### config.mk
export PLATFORM = sky130hd
export DESIGN_NAME = hd_pio_link_master
export DESIGN_NICKNAME = d
export VERILOG_FILES = /design/src/rtl/hd_pio_link_master.sv
export SDC_FILE = /design/constraint.sdc
export NUM_CORES = 1
export LEC_CHECK = 0
export CAP_MARGIN = 30
export CORE_ASPECT_RATIO = 1.25
export CORE_MARGIN = 2
export CORE_UTILIZATION = 30
export DETAILED_ROUTE_END_ITERATION = 16
export PLACE_DENSITY_LB_ADDON = 0.25
export SKIP_LAST_GASP = 1
export SLEW_MARGIN = 25
export SYNTH_ARGS = -nofsm -noshare
export SYNTH_HDL_FRONTEND = slang
export SYNTH_SLANG_ARGS = --single-unit
### constraint.sdc
create_clock -name clk -period 2.47 [get_ports clk]
set_input_delay 0.3705 -clock clk [delete_from_list [all_inputs] [get_ports clk]]
set_output_delay 0.3705 -clock clk [all_outputs]
set_load 0.03 [all_outputs]
### src/rtl/hd_pio_link_master.sv
// Half-duplex single-wire link initiator on one tristate PIO pad.
// Sends a request frame, turns the pad around, then receives a response frame.
module hd_pio_link_master #(
  parameter int DATA_W     = 8,
  parameter int BIT_CYCLES = 4,
  parameter int TA_CYCLES  = 2,
  parameter int TIMEOUT    = 256
) (
  input  logic              clk,
  input  logic              rst,
  input  logic              req_valid,
  output logic              req_ready,
  input  logic [DATA_W-1:0] req_data,
  output logic              rsp_valid,
  output logic [DATA_W-1:0] rsp_data,
  output logic              rsp_err,
  input  logic              pad_i,
  output logic              pad_o,
  output logic              pad_t
);

  localparam int CMAX = (BIT_CYCLES > TA_CYCLES) ? BIT_CYCLES : TA_CYCLES;
  localparam int CW   = (CMAX > 1) ? $clog2(CMAX) : 1;
  localparam int BW   = (DATA_W > 1) ? $clog2(DATA_W) : 1;
  localparam int TW   = $clog2(TIMEOUT + 1);

  localparam logic [CW-1:0] BIT_LAST  = CW'(BIT_CYCLES - 1);
  localparam logic [CW-1:0] HALF_LAST = CW'(BIT_CYCLES / 2 - 1);
  localparam logic [CW-1:0] TA_LAST   = CW'(TA_CYCLES - 1);
  localparam logic [BW-1:0] BITS_LAST = BW'(DATA_W - 1);
  localparam logic [TW-1:0] TMO_LAST  = TW'(TIMEOUT - 1);

  typedef enum logic [3:0] {
    IDLE,
    TX_START,
    TX_DATA,
    TX_STOP,
    TURN,
    RX_WAIT,
    RX_START,
    RX_DATA,
    RX_STOP,
    RESP
  } state_t;

  state_t            state;
  logic [DATA_W-1:0] shreg;
  logic [CW-1:0]     cyc;
  logic [BW-1:0]     bitcnt;
  logic [TW-1:0]     tmo;
  logic [1:0]        sync;
  logic              pad_s;

  // pad_i is asynchronous; idle line level is 1
  always_ff @(posedge clk or posedge rst) begin
    if (rst) begin
      sync <= 2'b11;
    end else begin
      sync <= {sync[0], pad_i};
    end
  end

  assign pad_s = sync[1];

  always_ff @(posedge clk or posedge rst) begin
    if (rst) begin
      state     <= IDLE;
      shreg     <= '0;
      cyc       <= '0;
      bitcnt    <= '0;
      tmo       <= '0;
      req_ready <= 1'b1;
      rsp_valid <= 1'b0;
      rsp_err   <= 1'b0;
      rsp_data  <= '0;
      pad_t     <= 1'b1;
      pad_o     <= 1'b1;
    end else begin
      rsp_valid <= 1'b0;
      unique case (state)
        IDLE: begin
          if (req_valid) begin
            shreg     <= req_data;
            cyc       <= '0;
            req_ready <= 1'b0;
            pad_t     <= 1'b0;
            pad_o     <= 1'b0;
            state     <= TX_START;
          end
        end
        TX_START: begin
          if (cyc == BIT_LAST) begin
            cyc    <= '0;
            bitcnt <= '0;
            pad_o  <= shreg[0];
            shreg  <= shreg >> 1;
            state  <= TX_DATA;
          end else begin
            cyc <= cyc + 1'b1;
          end
        end
        TX_DATA: begin
          if (cyc == BIT_LAST) begin
            cyc <= '0;
            if (bitcnt == BITS_LAST) begin
              pad_o <= 1'b1;
              state <= TX_STOP;
            end else begin
              bitcnt <= bitcnt + 1'b1;
              pad_o  <= shreg[0];
              shreg  <= shreg >> 1;
            end
          end else begin
            cyc <= cyc + 1'b1;
          end
        end
        TX_STOP: begin
          if (cyc == BIT_LAST) begin
            cyc   <= '0;
            pad_t <= 1'b1;
            pad_o <= 1'b1;
            state <= TURN;
          end else begin
            cyc <= cyc + 1'b1;
          end
        end
        TURN: begin
          if (cyc == TA_LAST) begin
            cyc   <= '0;
            tmo   <= '0;
            state <= RX_WAIT;
          end else begin
            cyc <= cyc + 1'b1;
          end
        end
        RX_WAIT: begin
          tmo <= tmo + 1'b1;
          // a start edge wins over an expiring timeout
          if (!pad_s) begin
            cyc   <= '0;
            state <= RX_START;
          end else if (tmo == TMO_LAST) begin
            rsp_valid <= 1'b1;
            rsp_err   <= 1'b1;
            rsp_data  <= '0;
            state     <= RESP;
          end
        end
        RX_START: begin
          if (cyc == HALF_LAST) begin
            cyc <= '0;
            if (pad_s) begin
              state <= RX_WAIT;
            end else begin
              bitcnt <= '0;
              state  <= RX_DATA;
            end
          end else begin
            cyc <= cyc + 1'b1;
          end
        end
        RX_DATA: begin
          if (cyc == BIT_LAST) begin
            cyc   <= '0;
            shreg <= {pad_s, shreg[DATA_W-1:1]};
            if (bitcnt == BITS_LAST) begin
              state <= RX_STOP;
            end else begin
              bitcnt <= bitcnt + 1'b1;
            end
          end else begin
            cyc <= cyc + 1'b1;
          end
        end
        RX_STOP: begin
          if (cyc == BIT_LAST) begin
            cyc       <= '0;
            rsp_valid <= 1'b1;
            rsp_err   <= ~pad_s;
            rsp_data  <= shreg;
            state     <= RESP;
          end else begin
            cyc <= cyc + 1'b1;
          end
        end
        RESP: begin
          req_ready <= 1'b1;
          state     <= IDLE;
        end
        default: begin
          req_ready <= 1'b1;
          pad_t     <= 1'b1;
          pad_o     <= 1'b1;
          state     <= IDLE;
        end
      endcase
    end
  end

endmodule

-- Word level (Yosys, flattened, before mapping)
Cells that the tools add are included.
- shifts and indexed selects: 0
- divide/modulo/power cells: 0
- $mul: 0
- mux-type cells: 53
- bitwise logic cells: 4
- add/subtract/negate cells: 3
- magnitude comparators: 0
- reduce and logical (&&, ||, !) cells: 21
- equality and inequality tests: 31
- operators with widths (cell ; count):
    $mux 8 ; 8
    $mux 4 ; 12
    $pmux 4 s9 ; 1
    $ne 2x2->1 const B ; 16
    $pmux 8 s4 ; 1
    $pmux 9 s2 ; 1
    $eq 4x3->1 const B ; 4
    $pmux 8 s2 ; 1
    $reduce_or 8->1 ; 2
    $mux 3 ; 5
    $reduce_and 6->1 ; 2
    $mux 1 ; 11
    $reduce_and 11->1 ; 1
    $mux 2 ; 5
    $add 9x1->9 const B ; 1
    $eq 9x8->1 const B ; 1
    $mux 9 ; 1
    $pmux 3 s3 ; 1
    $eq 4x2->1 const B ; 2
    $eq 4x4->1 const B ; 2
    $pmux 2 s4 ; 1
    $reduce_bool 4->1 ; 2
    $pmux 1 s2 ; 3
    $reduce_and 3->1 ; 2
    other kinds (20) ; 26
- bits in writable memories: 0
- memories: 0
- input port bits: 12
- bits in latches: 0
- bits in read-only memories: 0
- word-level logic and storage cells: 124
- bits in registers: 41
- output and inout port bits: 13

-- Depth between registers and ports, before layout
Gate-level depths: netlist of run 1.
- word-level depth: 4
- gate-level depth with buffers: 9
- mapped depth without buffers: 9

-- Worst setup path before layout of run 1
Ideal clock, no wire load.
- path type: reg2reg
- start: register tmo[0]
- end: register state[3]
- data required time: 2348 ps
- arrival: 2073 ps
- stages on the path, launching flop included: 10
- buffers on the path: 0
- period minus slack after synthesis: 2195 ps
- path slack: 275 ps
- library setup time: 122 ps
- cell sequence: dfrtp_1 ha_1 and3_1 and3_1 and3_1 ha_1 o32ai_4 a31o_4 nor2_2 a32o_1
- cells in the longest elaborated chain, start to end: 3
- RTL lines (element ; line ; source):
    start, declared ; 50 ; logic [TW-1:0] tmo;
    start signal, assigned ; 137 ; tmo <= tmo + 1'b1;
    $eq 9x8->1 ; 142 ; end else if (tmo == TMO_LAST) begin
    $ne 3x3->1 (no source line) ; n/a ;
    $reduce_and 11->1 (no source line) ; n/a ;
    end signal, assigned ; 141 ; state <= RX_START;
    end signal, assigned ; 146 ; state <= RESP;
    end signal, assigned ; 153 ; state <= RX_WAIT;
    end, declared ; 46 ; state_t state;
Every way passes these cells.
A chain may end at the register's enable or synchronous reset.

-- Final worst setup path of run 1
Ends and elaborated chain as after synthesis.

==> impl_metrics.env, run 1 <==
export IMPL_timing_final_ws_setup_ns=0.156
export IMPL_cts_tree="done"
export IMPL_syn_nets=262
export IMPL_syn_area_per_cell_um2=9.93
export IMPL_crit_arrival_ns=2.50
export IMPL_drt_iter0_drc=104
export IMPL_worstReg2RegStart="tmo[0]$_DFFE_PP0P_"
export IMPL_power_density_nw_per_um2=1180
export IMPL_postRouteAntennaNets=0
export IMPL_ctsHoldBuffers=0
export IMPL_rsz0062_at_grt="false"
export IMPL_vias=1853
export IMPL_clockRootBuffer="clkbuf_8"
export IMPL_status="finished clean"
export IMPL_hold_path_class="register to register"
export IMPL_synth_distinct_cells=60
export IMPL_crit_buf_inv=0
export IMPL_holdWs_ns=0.357
export IMPL_die_area_um2=8780
export IMPL_fin_crit_sh_pct=93.7
export IMPL_worstPathCellList="ha_1 > and3_1 > and3_1 > and3_1 > ha_1 > o32ai_4 > a31o_4 > nor2_2 > a32o_1"
export IMPL_worst_pin_slew_ns=0.548
export IMPL_cts_sinks=41
export IMPL_fin_worst_skew_ns=0.0112
export IMPL_row_count=36
export IMPL_cp_max_fo=5
export IMPL_synthCells=243
export IMPL_required_ns=2.65
export IMPL_min_path_cells=0
export IMPL_synth_edff_count=0
export IMPL_vias_per_cell=5.10
export IMPL_initial_core_util_pct=31.0
export IMPL_drv_cap=0
export IMPL_routed_wl_um=5040
export IMPL_async_flop_share_pct=100
export IMPL_peakVddDrop_mv=0.494
export IMPL_grt_first_pass_wirelength_um=8780
export IMPL_finalCriticalPeriod_ns=2.31
export IMPL_reg2reg_slack_ns=0.16
export IMPL_preCtsSetupSlack_ns=0.159
export IMPL_routedWlPerCell_um=13.9
export IMPL_drc=0
export IMPL_ys_ff_latch=41
export IMPL_h_tree_depth=2
export IMPL_crit_path_top_delay_cell="dfrtp_1"
export IMPL_antenna_found_initial=0
export IMPL_die_x_um=84.2
export IMPL_tns_ns=0
export IMPL_power_mw=3.42
export IMPL_io_pins=25
export IMPL_worstSkewPairLatency_ns=0.30
export IMPL_grt_overflow_total=0
export IMPL_holdCritStartpoint="sync[0]$_DFF_PP1_"
export IMPL_rr_worst_depth=9
export IMPL_dp_hpwl_um=3590
export IMPL_synth_warnings=0
export IMPL_slew_limit_headroom_pct=62.9
export IMPL_final_area_um2=2890
export IMPL_stdcell_count=363
export IMPL_n_fill_cell=774
export IMPL_clk_path_buf_depth=2
export IMPL_ys_flop_type="dfrtp_1"
export IMPL_postCtsSetupBuffers=0
export IMPL_critPathCaptureType="register"
export IMPL_fp_dieH_um=104
export IMPL_grt_max_degree=42
export IMPL_grt_use_total_pct=12.2
export IMPL_layout_nets=286
export IMPL_post_cts_resized=0
export IMPL_clk_pin_slew_ns=0.08
export IMPL_post_route_util_pct=37.1
export IMPL_setup_viol=0
export IMPL_slowest_delay_ns=0.42
export IMPL_postPlaceCellArea_um2=2770
export IMPL_gp_congestion=0.819
export IMPL_grt_pass1_vias=1766
export IMPL_yosysSeqAreaShare_pct=42.8
export IMPL_area_growth_synth_to_final_pct=19.6
export IMPL_drv_slew=0
export IMPL_start_kind="register"
export IMPL_holdPathEnd="sync[1]$_DFF_PP1_"
export IMPL_port_buffer_count=24
export IMPL_crit_type="register to register"
export IMPL_drtPass1Iterations=6
export IMPL_multi_input_area_um2=1250
export IMPL_drive_gt1_share_pct=17.5
export IMPL_final_seq_area_um2=1030
export IMPL_numCtsBuffers=5
export IMPL_max_freq_mhz=432
export IMPL_num_antenna_cells=0
export IMPL_cp_common_cell="and3_1"
export IMPL_dp_cells=355
export IMPL_p_leak_nw=1.26
export IMPL_cp_top_family="compound AO/OA/AOI/OAI gates"
export IMPL_syn_area_um2=2410
export IMPL_core_area_um2=7790
export IMPL_worstReg2RegEnd="state[3]$_DFFE_PP0P_"
export IMPL_hold_viol=0
==> layout make-up <==
type	instances	area share [%]
Multi-Input combinational cell	171	43.2
Timing Repair Buffer	36	11.4
Tap cell	95	4.12
Inverter	12	1.56
Sequential cell	41	35.7
Clock inverter	3	1.60
Clock buffer	5	2.38
==> logic make-up after synthesis <==
kind of cell	Yosys count	synth area share [%]
multiplexers	22	9.80
flip-flops	41	42.8
buffers and inverters	31	5.60
adder cells (fa/ha/maj)	7	3.63
AND/OR/NAND/NOR	72	16.0
XOR/XNOR	3	1.09
AO/OA/AOI/OAI	67	21.2
==> cell usage after synthesis (5+ instances only) <==
| master | number | area (µm²) |
|---|---|---|
| nor2_1 | 17 | 63.8 |
| mux2i_1 | 9 | 90.1 |
| mux2_1 | 5 | 56.3 |
| dfstp_2 | 5 | 131 |
| dfrtp_1 | 36 | 901 |
| clkbuf_1 | 8 | 30.0 |
| o21ai_0 | 12 | 60.1 |
| a22o_1 | 9 | 78.8 |
| nand3_1 | 6 | 30.0 |
| buf_2 | 6 | 30.0 |
| nor2b_1 | 6 | 37.5 |
| ha_1 | 7 | 87.6 |
| mux2_2 | 8 | 90.1 |
| and3_1 | 5 | 31.3 |
| nand2_1 | 19 | 71.3 |
| inv_1 | 12 | 45.0 |
| a21oi_1 | 13 | 65.1 |
==> layout by cell type (no fill, tap or decap), types with 2 or more instances in the layout <==
cell             netlist  layout
or3_1                  2       2
nand2b_1               4       4
dfrtp_1               36      36
nor2_1                17      17
mux2i_1                9       9
a22oi_1                2       2
o21ai_1                4       4
a221o_1                2       2
xnor2_1                2       2
dfstp_2                5       5
o21ai_0               12      12
nand3_1                6       6
a22o_1                 9       9
mux2_1                 5       5
ha_1                   7       7
mux2_2                 8       8
o32a_1                 2       2
inv_1                 12      11
o31ai_1                2       2
nor2b_1                6       6
clkbuf_8               0       5
a21oi_1               13      13
a21o_1                 3       3
o21a_1                 2       2
nand2_1               19      19
and3_1                 5       5
buf_4                  1      12
clkdlybuf4s50_1        0      24
==> registers in the layout, indices dropped and copies added (netlist names) <==
signal     count
req_ready      1
rsp_valid      1
rsp_data       8
cyc            2
pad_t          1
state          4
tmo            9
shreg          8
sync           2
pad_o          1
bitcnt         3
rsp_err        1
==> report_power, final <==
group / internal, mW / switching (mW)
registers: 0.884 / 0.222
logic: 0.863 / 0.901
clock network: 0.303 / 0.247
==> worst max path at each step <==
stage                             startpoint                    to  slack [ns]  cells after the start
after CTS                 tmo[0]$_DFFE_PP0P_  state[3]$_DFFE_PP0P_        0.15                      9
after global routing      tmo[0]$_DFFE_PP0P_  state[3]$_DFFE_PP0P_        0.06                      9
after detailed placement  tmo[0]$_DFFE_PP0P_  state[2]$_DFFE_PP0P_        0.16                      9
after global placement    tmo[0]$_DFFE_PP0P_  state[3]$_DFFE_PP0P_        0.21                      9
after floorplan           tmo[0]$_DFFE_PP0P_  state[3]$_DFFE_PP0P_        0.28                      9
final                     tmo[0]$_DFFE_PP0P_  state[3]$_DFFE_PP0P_        0.16                      9
==> routing by layer <==
| metal | track usage, % | wire length, µm | vias up |
|---|---|---|---|
| met5 | 0 | 0 | - |
| met4 | 4.49 | 82 | 0 |
| met3 | 2.38 | 180 | 6 |
| met2 | 20.3 | 2410 | 32 |
| met1 | 15.6 | 2360 | 901 |
| li1 | - | - | 914 |
No activity file was read; power rests on OpenSTA's default activity.
==> run 2, diff against run 1 <==
- clock period: 2.47 -> 2.8 ns (I/O delays scaled with it)
==> impl_metrics.env, run 2 (synthesis gave the netlist of run 1 again) <==
export IMPL_status="finished clean"
export IMPL_seq_power_share_pct=31.5
export IMPL_crit_arrival_ns=2.51
export IMPL_drtPass1Iterations=4
export IMPL_clockRootBuffer="clkbuf_8"
export IMPL_grt_overflow_total=0
export IMPL_p_sw_mw=1.21
export IMPL_vias=1812
export IMPL_die_area_um2=8780
export IMPL_finalCriticalPeriod_ns=2.30
export IMPL_cp_max_fo=5
export IMPL_cts_tree="done"
export IMPL_p_int_mw=1.88
export IMPL_dp_cells=352
export IMPL_hold_viol=0
export IMPL_drc=0
export IMPL_dr_wl_met3_um=155
export IMPL_switching_share_pct=39.2
export IMPL_core_area_um2=7790
export IMPL_dp_hpwl_um=3690
export IMPL_grt_max_degree=20
export IMPL_grt_pass1_vias=1735
export IMPL_wl_met1_um=2370
export IMPL_cts_sinks=41
export IMPL_tns_ns=0
export IMPL_post_cts_resized=0
export IMPL_required_ns=3.01
export IMPL_combPwrFrac_pct=49.7
export IMPL_hold_path_class="primary input to asynchronous set/reset pin"
export IMPL_drv_cap=0
export IMPL_largest_registers="tmo (9), rsp_data (8), shreg (8)"
export IMPL_drive_gt1_share_pct=16.6
export IMPL_wl_met2_um=2520
export IMPL_largest_register="tmo"
export IMPL_critPathCaptureType="register"
export IMPL_die_x_um=84.2
export IMPL_crit_type="register to register"
export IMPL_grt_first_pass_wirelength_um=8610
export IMPL_postRouteAntennaNets=0
export IMPL_max_freq_mhz=434
export IMPL_grt_use_total_pct=12.1
export IMPL_timing_final_ws_setup_ns=0.498
export IMPL_layout_nets=283
export IMPL_setup_viol=0
export IMPL_routed_wl_um=5140
export IMPL_routedWlPerCell_um=14.3
export IMPL_clkPwrFrac_pct=18.8
export IMPL_drv_slew=0
export IMPL_rsz0062_at_grt="false"
export IMPL_fin_worst_skew_ns=0.0155
export IMPL_largest_reg_flops=9
export IMPL_fin_crit_sh_pct=82.2
export IMPL_power_density_nw_per_um2=1070
export IMPL_initial_core_util_pct=31.0
export IMPL_drt_iter0_drc=93
export IMPL_stdcell_count=360
export IMPL_ctsHoldBuffers=0
export IMPL_clk_pin_slew_ns=0.09
export IMPL_peakVddDrop_mv=0.416
export IMPL_num_antenna_cells=0
export IMPL_postCtsSetupBuffers=0
export IMPL_area_growth_synth_to_final_pct=19.6
export IMPL_start_kind="register"
export IMPL_worstSkewPairLatency_ns=0.30
export IMPL_mostFrequentLayoutCell="dfrtp_1"
export IMPL_gp_congestion=0.791
export IMPL_port_buffer_count=24
export IMPL_fp_dieH_um=104
export IMPL_h_tree_depth=2
export IMPL_numCtsBuffers=5
export IMPL_p_leak_nw=1.26
export IMPL_preCtsSetupSlack_ns=0.484
export IMPL_slew_limit_headroom_pct=59.1
export IMPL_io_pins=25
export IMPL_antenna_found_initial=0
export IMPL_routed_top_layer="met4"
export IMPL_worst_pin_slew_ns=0.613
export IMPL_layout_common_cells="dfrtp_1, clkdlybuf4s50_1, nand2_1"
export IMPL_row_count=36
export IMPL_vias_per_cell=5.03
export IMPL_clk_path_buf_depth=2
run 2: power by group through the flow:
stage	logic (mW)	clock network, mW	registers [mW]
6_report	1.54	0.583	0.976
5_1_grt	1.71	0.632	1.01
4_1_cts	1.55	0.600	0.978
3_5_place_dp	1.55	0	0.990
3_3_place_gp	1.53	0	0.987
2_1_floorplan	1.27	0	0.933
run 2: stage by stage:
stage	area, µm²	hold WS [ns]	power (mW)	utilization (%)
after floorplan	2410	0.345	2.20	-
after global placement	2750	0.347	2.52	35.3
after detailed placement	2750	0.347	2.54	35.3
after CTS	2890	0.338	3.13	37.1
after global routing	2890	0.357	3.34	37.1
final	2890	0.332	3.10	37.1
run 2: worst max-delay path: stages (launching register included):
cell and delay [ns]:
dfrtp_1 0.42, ha_1 0.24, and3_1 0.21, and3_1 0.20
and3_1 0.19, ha_1 0.25, o32ai_4 0.30, a31o_4 0.14
nor2_2 0.04, a311oi_2 0.24
run 2: final timing paths:
kind	start	end	slack, ns	cells after the start
worst max-delay path	tmo[0]$_DFFE_PP0P_	state[2]$_DFFE_PP0P_	0.50	9
worst min-delay path	rst	tmo[4]$_DFFE_PP0P_	0.33	2
worst max register to register	tmo[0]$_DFFE_PP0P_	state[2]$_DFFE_PP0P_	0.50	9
worst min register to register	sync[0]$_DFF_PP1_	sync[1]$_DFF_PP1_	0.36	0
max in group asynchronous	rst	pad_o$_DFFE_PP1P_	1.93	3
min in group clk	sync[0]$_DFF_PP1_	sync[1]$_DFF_PP1_	0.36	0
run 2: layout make-up:
cell class / count / area, µm²
fill: 770 / 4900
multi-input combinational: 171 / 1250
sequential: 41 / 1030
timing repair buffer: 33 / 308
tap: 95 / 119
clock buffer: 5 / 68.8
clock inverter: 3 / 68.8
inverter: 12 / 45.0
run 2: routing by layer:
metal,GRT usage [%],vias up
li1,-,906
met1,15.7,872
met2,20.1,29
met3,1.98,5
met4,4.49,0
met5,0,-
==> run 3, diff against run 2 <==
- clock period: 2.8 -> 1.85 ns (I/O delays scaled with it)
==> impl_metrics.env, run 3 (synthesis gave the netlist of run 1 again) <==
export IMPL_status="complete, but fails checks"
export IMPL_violations="setup timing"
export IMPL_vias=1966
export IMPL_port_buffer_count=24
export IMPL_hold_viol=0
export IMPL_cp_max_fo=2
export IMPL_die_area_um2=8780
export IMPL_layout_common_cells="buf_4, dfrtp_1, clkdlybuf4s50_1"
export IMPL_grt_busiest_layer="met2"
export IMPL_worstSkewPairLatency_ns=0.29
export IMPL_hold_path_class="primary input to asynchronous set/reset pin"
export IMPL_row_count=36
export IMPL_postPlaceCellArea_um2=3070
export IMPL_cp_common_cell="and3_4"
export IMPL_num_antenna_cells=0
export IMPL_fp_dieH_um=104
export IMPL_area_growth_synth_to_final_pct=35.5
export IMPL_start_kind="register"
export IMPL_vias_per_cell=4.98
export IMPL_drv_slew=0
export IMPL_postRouteAntennaNets=0
export IMPL_largest_register="tmo"
export IMPL_crit_path_top_delay_cell="dfrtp_1"
export IMPL_routedWlPerCell_um=14.2
export IMPL_gp_congestion=0.780
export IMPL_slew_limit_headroom_pct=77.3
export IMPL_met2_usage_pct=21.2
export IMPL_initial_core_util_pct=31.0
export IMPL_final_seq_area_um2=1030
export IMPL_cts_sinks=41
export IMPL_clockRootBuffer="clkbuf_8"
export IMPL_drv_cap=0
export IMPL_fin_crit_sh_pct=110
export IMPL_grt_use_total_pct=12.9
export IMPL_final_area_um2=3270
export IMPL_io_pins=25
export IMPL_crit_arrival_ns=2.21
export IMPL_n_fill_cell=770
export IMPL_worst_pin_slew_ns=0.337
export IMPL_worstPathCellList="ha_2 > and3_4 > and3_4 > and3_4 > ha_4 > o32ai_4 > a31o_4 > nor2_2 > a32o_1"
export IMPL_power_density_nw_per_um2=1580
export IMPL_cts_tree="done"
export IMPL_routed_wl_um=5600
export IMPL_numCtsBuffers=5
export IMPL_holdWs_ns=0.346
export IMPL_cp_top_family="compound AO/OA/AOI/OAI gates"
export IMPL_grt_pass1_vias=1862
export IMPL_timing_final_ws_setup_ns=-0.181
export IMPL_rsz0062_at_grt="true"
export IMPL_largest_registers="tmo (9), rsp_data (8), shreg (8)"
export IMPL_multi_input_area_um2=1350
export IMPL_grt_overflow_total=0
export IMPL_clk_path_buf_depth=2
export IMPL_use_met1_pct=17.5
export IMPL_slowest_delay_ns=0.39
export IMPL_mostFrequentLayoutCell="buf_4"
export IMPL_critPathCaptureType="register"
export IMPL_max_freq_mhz=492
export IMPL_largest_reg_flops=9
export IMPL_layout_nets=318
export IMPL_peakVddDrop_mv=0.550
export IMPL_fin_worst_skew_ns=0.00575
export IMPL_antenna_found_initial=0
export IMPL_crit_buf_inv=0
export IMPL_ctsHoldBuffers=0
export IMPL_core_area_um2=7790
export IMPL_drtPass1Iterations=4
export IMPL_die_x_um=84.2
export IMPL_drt_iter0_drc=112
export IMPL_setup_viol=12
export IMPL_p_leak_nw=1.45
export IMPL_drc=0
export IMPL_required_ns=2.03
export IMPL_clk_pin_slew_ns=0.08
export IMPL_finalCriticalPeriod_ns=2.03
export IMPL_h_tree_depth=2
export IMPL_grtUsageMet3_pct=2.30
export IMPL_drive_gt1_share_pct=31.3
export IMPL_grt_first_pass_wirelength_um=9310
export IMPL_grt_max_degree=42
export IMPL_crit_type="register to register"
export IMPL_dp_hpwl_um=3850
## run 3: changes by cell type in the layout (fill, tap and decap cells not counted), moves of 3 or more
cell and change:
buf_6 +3, and3_1 -3, mux2_2 -6, ha_1 -4, and3_4 +3, buf_12 +4
mux2_4 +6, buf_4 +28
## run 3: path summary, 6_finish.rpt
path | startpoint | to | slack (ns) | depth (start not counted)
worst max-delay path | tmo[1]$_DFFE_PP0P_ | state[3]$_DFFE_PP0P_ | -0.18 | 9
worst min register to register | sync[0]$_DFF_PP1_ | sync[1]$_DFF_PP1_ | 0.36 | 0
min in group clk | sync[0]$_DFF_PP1_ | sync[1]$_DFF_PP1_ | 0.36 | 0
worst min-delay path | rst | state[0]$_DFFE_PP0P_ | 0.35 | 3
worst max register to register | tmo[1]$_DFFE_PP0P_ | state[3]$_DFFE_PP0P_ | -0.18 | 9
max in group asynchronous | rst | sync[1]$_DFF_PP1_ | 1.24 | 3
## run 3: stage by stage
stage               cells  TNS [ns]  setup slack, ns  util, %  power, mW
finish                395     -1.71           -0.181     42.0       5.17
global route          395     -2.60           -0.248     42.0       5.55
CTS                   391     -1.33           -0.186     41.0       5.16
detailed placement    380    -0.946           -0.216     39.3       4.44
global placement      380    -0.741           -0.192     39.3       4.40
floorplan             243     -1.20           -0.196        -       3.46
## run 3: worst register-to-register path: cells and delay by family, from the launching register on
kind	cells	cell delay, ns
fa+ha+maj	2	0.35
simple gates	4	0.58
flops	1	0.39
compound gates	3	0.61
## run 3: area by class of cell
cell class              instances  area share [%]
flip-flops and latches         41            31.6
clock inverters                 3           0.536
multi-input cells             171            41.4
clock buffers                   5            2.10
inverters                      12            1.38
repair buffers                 68            19.3
well taps                      95            3.64
## run 3: metal layers
layer	share of wire, %	up-vias
met5	0	-
met4	0.98	0
met3	2.1	4
met2	49	21
met1	48	961
li1	-	980
## run 3: repair_timing
action	4_1_cts	5_1_grt
pin swaps	5	3
buffers inserted	3	3
setup endpoints to repair	13	23
cloned	0	1
resized for setup	3	14
## run 3: power breakdown
group | switching, mW | total [mW] | internal, mW
Sequential | 0.240 | 1.43 | 1.19
Clock | 0.317 | 0.577 | 0.261
Combinational | 1.44 | 3.17 | 1.73
Total | 2.00 | 5.17 | 3.17
